===== src/rtl/hf_subcarrier_rx.sv =====
// rtl/hf_subcarrier_rx.sv - ISO14443-A reader receive path: derivative filter, subcarrier detector, SSP serialiser, carrier gate.
// Optional latency timestamp FSM enabled by defining HF_RX_TIMESTAMP_EN.
module hf_subcarrier_rx #(
   parameter int ADC_W       = 8,
   parameter int SC_PERIOD   = 16,
   parameter int FRAME_BITS  = 8,
   parameter int RESET_PHASE = 3,
   parameter int EDGE_THRESH = 40,
   parameter int TS_W        = 16
) (
   input  logic            ck_1356meg,
   input  logic            rst,
   input  logic [ADC_W-1:0] adc_d,
   input  logic [2:0]      mod_type,
   input  logic            ssp_dout,
   output logic            ssp_clk,
   output logic            ssp_frame,
   output logic            ssp_din,
   output logic            pwr_hi_en,
   output logic            curbit,
   output logic [TS_W-1:0] ts_count,
   output logic            ts_valid
);
   localparam int FRAME_LEN = SC_PERIOD * FRAME_BITS;
   localparam int PH_W      = $clog2(FRAME_LEN);
   localparam int WIN_W     = $clog2(SC_PERIOD);
   localparam int F_W       = ADC_W + 3;

   localparam logic [WIN_W-1:0] WIN_EVAL   = WIN_W'(RESET_PHASE);
   localparam logic [WIN_W-1:0] WIN_HALF   = WIN_W'(SC_PERIOD / 2);
   localparam logic [PH_W-1:0]  PH_FRM_ON  = PH_W'(SC_PERIOD / 2 - 1);
   localparam logic [PH_W-1:0]  PH_FRM_OFF = PH_W'(SC_PERIOD / 2 - 1 + SC_PERIOD);
   localparam logic signed [F_W-1:0] THR_POS = F_W'(EDGE_THRESH);
   localparam logic signed [F_W-1:0] THR_NEG = F_W'(-EDGE_THRESH);
   localparam logic [2:0] MODE_READER_LISTEN = 3'd3;
   localparam logic [2:0] MODE_READER_MOD    = 3'd4;

   logic [PH_W-1:0]  phase;
   logic [WIN_W-1:0] win;
   logic [ADC_W-1:0] p1, p2, p3, p4;
   logic [F_W-1:0]   f_pos, f_neg;
   logic signed [F_W-1:0] f, fall_max, rise_min;
   logic             mod_r;
   logic [2:0]       mode_r;

   assign win = phase[WIN_W-1:0];

   // Both halves are at most 3*(2^ADC_W-1), so the difference fits ADC_W+3 signed bits.
   assign f_pos = {2'b00, p4, 1'b0} + {3'b000, p3};
   assign f_neg = {2'b00, adc_d, 1'b0} + {3'b000, p1};
   assign f     = $signed(f_pos - f_neg);

   // Carrier gate follows the mode and pause request as seen one cycle ago.
   assign pwr_hi_en = (mode_r == MODE_READER_MOD)    ? ~mod_r :
                      (mode_r == MODE_READER_LISTEN) ? 1'b1   : 1'b0;

   always_ff @(posedge ck_1356meg) begin
      if (rst) begin
         phase     <= '0;
         p1        <= '0;
         p2        <= '0;
         p3        <= '0;
         p4        <= '0;
         fall_max  <= '0;
         rise_min  <= '0;
         curbit    <= 1'b0;
         mod_r     <= 1'b0;
         mode_r    <= 3'd0;
         ssp_clk   <= 1'b0;
         ssp_frame <= 1'b0;
         ssp_din   <= 1'b0;
      end else begin
         phase  <= phase + 1'b1;
         p1     <= adc_d;
         p2     <= p1;
         p3     <= p2;
         p4     <= p3;
         mod_r  <= ssp_dout;
         mode_r <= mod_type;

         if (win == WIN_EVAL) begin
            curbit   <= (fall_max > THR_POS) && (rise_min < THR_NEG);
            fall_max <= '0;
            rise_min <= '0;
         end else begin
            if (f > 0 && f > fall_max)
               fall_max <= f;
            if (f <= 0 && f < rise_min)
               rise_min <= f;
         end

         if (win == '0) begin
            ssp_clk <= 1'b1;
            ssp_din <= (mod_type == MODE_READER_LISTEN) ? curbit : 1'b0;
         end else if (win == WIN_HALF) begin
            ssp_clk <= 1'b0;
         end

         if (phase == PH_FRM_ON)
            ssp_frame <= 1'b1;
         else if (phase == PH_FRM_OFF)
            ssp_frame <= 1'b0;
      end
   end

`ifdef HF_RX_TIMESTAMP_EN
   typedef enum logic {TS_IDLE, TS_COUNT} ts_state_t;

   ts_state_t       ts_state;
   logic            mod_prev;
   logic [TS_W-1:0] ts_cnt;
   logic            mod_rise;

   assign mod_rise = mod_r & ~mod_prev;

   // A new pause restarts the measurement even if the tag answered in the same cycle.
   always_ff @(posedge ck_1356meg) begin
      if (rst) begin
         ts_state <= TS_IDLE;
         mod_prev <= 1'b0;
         ts_cnt   <= '0;
         ts_count <= '0;
         ts_valid <= 1'b0;
      end else begin
         mod_prev <= mod_r;
         ts_valid <= 1'b0;
         case (ts_state)
            TS_IDLE: begin
               if (mod_rise) begin
                  ts_cnt   <= '0;
                  ts_state <= TS_COUNT;
               end
            end
            TS_COUNT: begin
               if (mod_rise) begin
                  ts_cnt <= '0;
               end else if (curbit) begin
                  ts_count <= ts_cnt;
                  ts_valid <= 1'b1;
                  ts_state <= TS_IDLE;
               end else if (ts_cnt != '1) begin
                  ts_cnt <= ts_cnt + 1'b1;
               end
            end
            default: ts_state <= TS_IDLE;
         endcase
      end
   end
`else
   assign ts_count = '0;
   assign ts_valid = 1'b0;
`endif

endmodule


===== config.mk =====
export PLATFORM = sky130hd
export DESIGN_NAME = hf_subcarrier_rx
export DESIGN_NICKNAME = d
export VERILOG_FILES = /design/src/rtl/hf_subcarrier_rx.sv
export SDC_FILE = /design/constraint.sdc
export NUM_CORES = 1
export LEC_CHECK = 0
export BUFFER_PORTS_ARGS = -buffer_cell sky130_fd_sc_hd__buf_4
export CORE_ASPECT_RATIO = 1.1
export CORE_UTILIZATION = 36
export CTS_CLUSTER_DIAMETER = 60
export DETAILED_ROUTE_END_ITERATION = 7
export GPL_TIMING_DRIVEN = 0
export PLACE_DENSITY_LB_ADDON = 0.3
export SLEW_MARGIN = 0
export SYNTH_ARGS = -nofsm -noshare
export SYNTH_HDL_FRONTEND = slang
export SYNTH_SLANG_ARGS = --single-unit

===== constraint.sdc =====
create_clock -name ck_1356meg -period 13.3 [get_ports ck_1356meg]
set_clock_uncertainty 0.2 [all_clocks]
set_input_delay 2.66 -clock ck_1356meg [delete_from_list [all_inputs] [get_ports ck_1356meg]]
set_output_delay 2.66 -clock ck_1356meg [all_outputs]
set_load 0.01 [all_outputs]

==> summary.md <==
| Metric | Value |
|---|---|
| Starting Density | `36.8%` |
| Worst hold path stage count | `1` |
| Min setup slack post-route | `4.98 ns` |
| Die X-Extent | `105 um` |
| Worst reg2reg path depth | `17` |
| Reg2reg start | `p3[2]` |
| Leak | `2.09 nW` |
| Pin count of the biggest net entering global routing | `12` |
| R2r endpoint | `fall_max[8]` |
| Root Buffer | `clkbuf_16` |
| Crit-path cells | `buf_4 -> fa_1 -> fa_1 -> inv_1 -> ha_1 -> a21oi_1 -> a21oi_1 -> o311ai_1 -> ha_1 -> a21o_1 -> a221o_1 -> a31o_2 -> a2111oi_0 -> nand3_1 -> a21oi_1 -> a211oi_1 -> a211oi_1` |
| Final slew viol count | `0` |
| Fmax | `120 MHz` |
| Layout cell share with drive strength beyond 1 | `12.6%` |
| Max-slew headroom | `30.5%` |
| DRC | `0` |
| H-tree levels | `3` |
| Kind of critical path | `in -> reg` |
| Hold Startpoint | `p2[7]` |
| Number of buffers added for setup after CTS | `0` |
| Worst-path clk slew | `0.05 ns` |
| Critical path's top delay family | `compound AO/OA/AOI/OAI gates` |
| Most common cell after layout, fill and taps aside | `dfxtp_1` |
| Power per cell area | `174 mW/mm2` |
| CTS tree | `done` |
| Worst slack, placed | `4.37 ns` |
| Die Footprint | `0.0121 mm2` |
| DRT Pass-1 Iters | `5` |
| Clock Latency Late Sink | `0.33 ns` |
| Hold Slack | `0.239 ns` |
| Layout net count | `596` |
| RSZ-0062 raised after global routing | `false` |
| Number of diodes | `0` |
| Number of enable flip-flop cells after synthesis | `0` |
| Syn Area/Cell | `8.60 um2` |
| Critical-path maximum fanout | `6` |
| Status | `complete, no violations` |
| Core ar. | `0.0114 mm2` |
| Initial antenna violation count | `0` |
| Critical Path RT | `13.34 ns` |
| GRT overflow | `0` |
| # rows | `41` |
| CP Capture Type | `register` |
| Main flop type after synthesis | `dfxtp_1` |
| Post-synthesis sequential area ratio | `32.8%` |
| TritonCTS sink count | `69` |
| Worst path max stage delay | `0.88 ns` |
| Worst endpoint data arrival time | `8.36 ns` |
| Final std cells w/o fill | `688` |
| Buf+Inv Stages, Crit Path | `2` |
| Max Cap Violations | `0` |
| I/O Pins | `36` |
| Area Overhead vs Synth | `16.3%` |
| Crit path launch type | `input pin` |
| Routed vias | `3515` |
| Reg2Reg Setup Slack | `7.10 ns` |
| Total CTS buffers | `9` |
| Placed instance area | `0.00460 mm2` |
| Post-cts repair resize count | `0` |
| Die Span Y | `115 um` |
| Slowest CP cell | `o311ai_1` |
| Post-synthesis async set-or-reset flop share | `0%` |
| Vias per inst | `5.11` |
| Final instance area | `0.00490 mm2` |
| Hold crit path type | `reg -> reg` |
| PortBufs | `18` |
| Yosys reg bits | `69` |
| Remaining antenna violation count | `0` |
| Measured slew at the worst slew-check pin | `1.03 ns` |
| Total chip power | `0.853 mW` |
| Final setup vio count | `0` |
| Critical Path Most Common Cell | `a21oi_1` |
| Crit path time final | `8.32 ns` |
| Fin crit share | `62.6%` |
| Final Util | `42.8%` |
| First-pass GRT wire length | `15400 um` |
| Syn. warnings | `0` |
| Yosys cell types | `57` |
| Post-CTS Hold Buffers | `0` |
| Commonest cells after routing, fill and taps aside | `dfxtp_1, inv_1, buf_4` |
| Detailed Route WL | `9150 um` |
| GP Congestion | `0.848` |
| WHS Endpoint | `p3[7]` |
| Vias in the first global route | `3411` |
| Iteration-0 DRC Markers | `117` |
| TNS Setup | `0 ns` |
| HPWL Detailed | `7020 um` |
| Clock buffer depth | `2` |
| Gate count after technology mapping | `490` |
| Wire per inst | `13.3 um` |
| GRT Total Usage | `16.0%` |
| Inst Count DP | `674` |
| Syn Std Cell Area | `0.00422 mm2` |
| Worst vdd ir | `0.0873 mV` |
| Final Hold Violating Endpoints | `0` |
synthesized netlist by cell type, drive strengths merged (5+ instances only):
| cell | instances | area share (%) |
|---|---|---|
| a211oi | 13 | 2.3 |
| nand2 | 19 | 1.7 |
| nor2 | 29 | 2.6 |
| and3 | 6 | 0.89 |
| nand3 | 26 | 3.1 |
| or3 | 5 | 0.74 |
| nor2b | 34 | 5.2 |
| nand4 | 12 | 1.8 |
| a21oi | 28 | 3.3 |
| and2 | 5 | 0.74 |
| dfxtp | 69 | 33 |
| o21ai | 21 | 2.7 |
| o211ai | 5 | 0.89 |
| nor3 | 6 | 0.71 |
| clkbuf | 10 | 0.89 |
| fa | 14 | 6.6 |
| a31oi | 8 | 1.2 |
| ha | 33 | 9.8 |
| o21a | 5 | 0.89 |
| buf | 23 | 4.2 |
| a21o | 8 | 1.4 |
| inv | 64 | 5.7 |
layer usage:
layer	wire [um]	share of wire [%]	GRT usage (%)
met5	0	0	0
met4	267	2.9	9.58
met3	333	3.6	2.53
met2	4520	49	28.0
met1	4020	44	18.8
where the power goes:
| part | switching, mW | leakage, nW | internal [mW] |
|---|---|---|---|
| clock | 0.0838 | 0.147 | 0.161 |
| sequential | 0.0186 | 0.565 | 0.235 |
| combinational | 0.216 | 1.38 | 0.138 |
| total | 0.318 | 2.09 | 0.534 |
worst max path at each step:
stage | start | endpoint | slack (ns) | depth (start not counted)
detailed placement | adc_d[1] | fall_max[1] | 4.37 | 17
global placement | adc_d[1] | fall_max[8] | 4.53 | 17
CTS | adc_d[1] | fall_max[1] | 4.69 | 17
finish | adc_d[1] | fall_max[8] | 4.98 | 17
global route | adc_d[1] | fall_max[8] | 4.57 | 17
floorplan | adc_d[1] | fall_max[5] | 5.49 | 17
kinds of logic after synthesis:
logic type	after synthesis	share of synthesized area [%]
fa+ha+maj	47	16.4
simple gates	159	20.5
compound gates	111	18.2
buf+inv	97	10.8
xor+xnor	6	1.25
other cells	1	0.0890
flops	69	32.8
flip-flops by register name (all words and copies together), names as in the netlist:
signal,count
p4,8
p3,8
ssp_frame,1
p2,8
p1,8
rise_min,11
ssp_clk,1
ssp_din,1
mode_r,3
fall_max,11
phase,7
curbit,1
mod_r,1
worst reg2reg max path, cell delays in order (launching register included):
cell       delay (ns)
dfxtp_1          0.30
inv_1            0.06
fa_1             0.48
fa_1             0.51
inv_1            0.04
ha_1             0.34
a21oi_1          0.35
a21oi_1          0.13
o311ai_1         0.88
ha_1             0.40
a21o_1           0.18
a221o_1          0.34
a31o_2           0.25
a2111oi_0        0.51
nand3_1          0.23
a21oi_1          0.51
a211oi_1         0.16
a211oi_1         0.24
final cells by class:
type | instances | area, um2
Fill cell | 1153 | 6540
Multi-Input combinational cell | 340 | 2440
Sequential cell | 69 | 1380
Inverter | 64 | 240
Clock buffer | 9 | 225
Buffer | 33 | 214
Tap cell | 150 | 188
Timing Repair Buffer | 18 | 135
Clock inverter | 5 | 77.6
No activity file was read; power rests on OpenSTA's default activity.
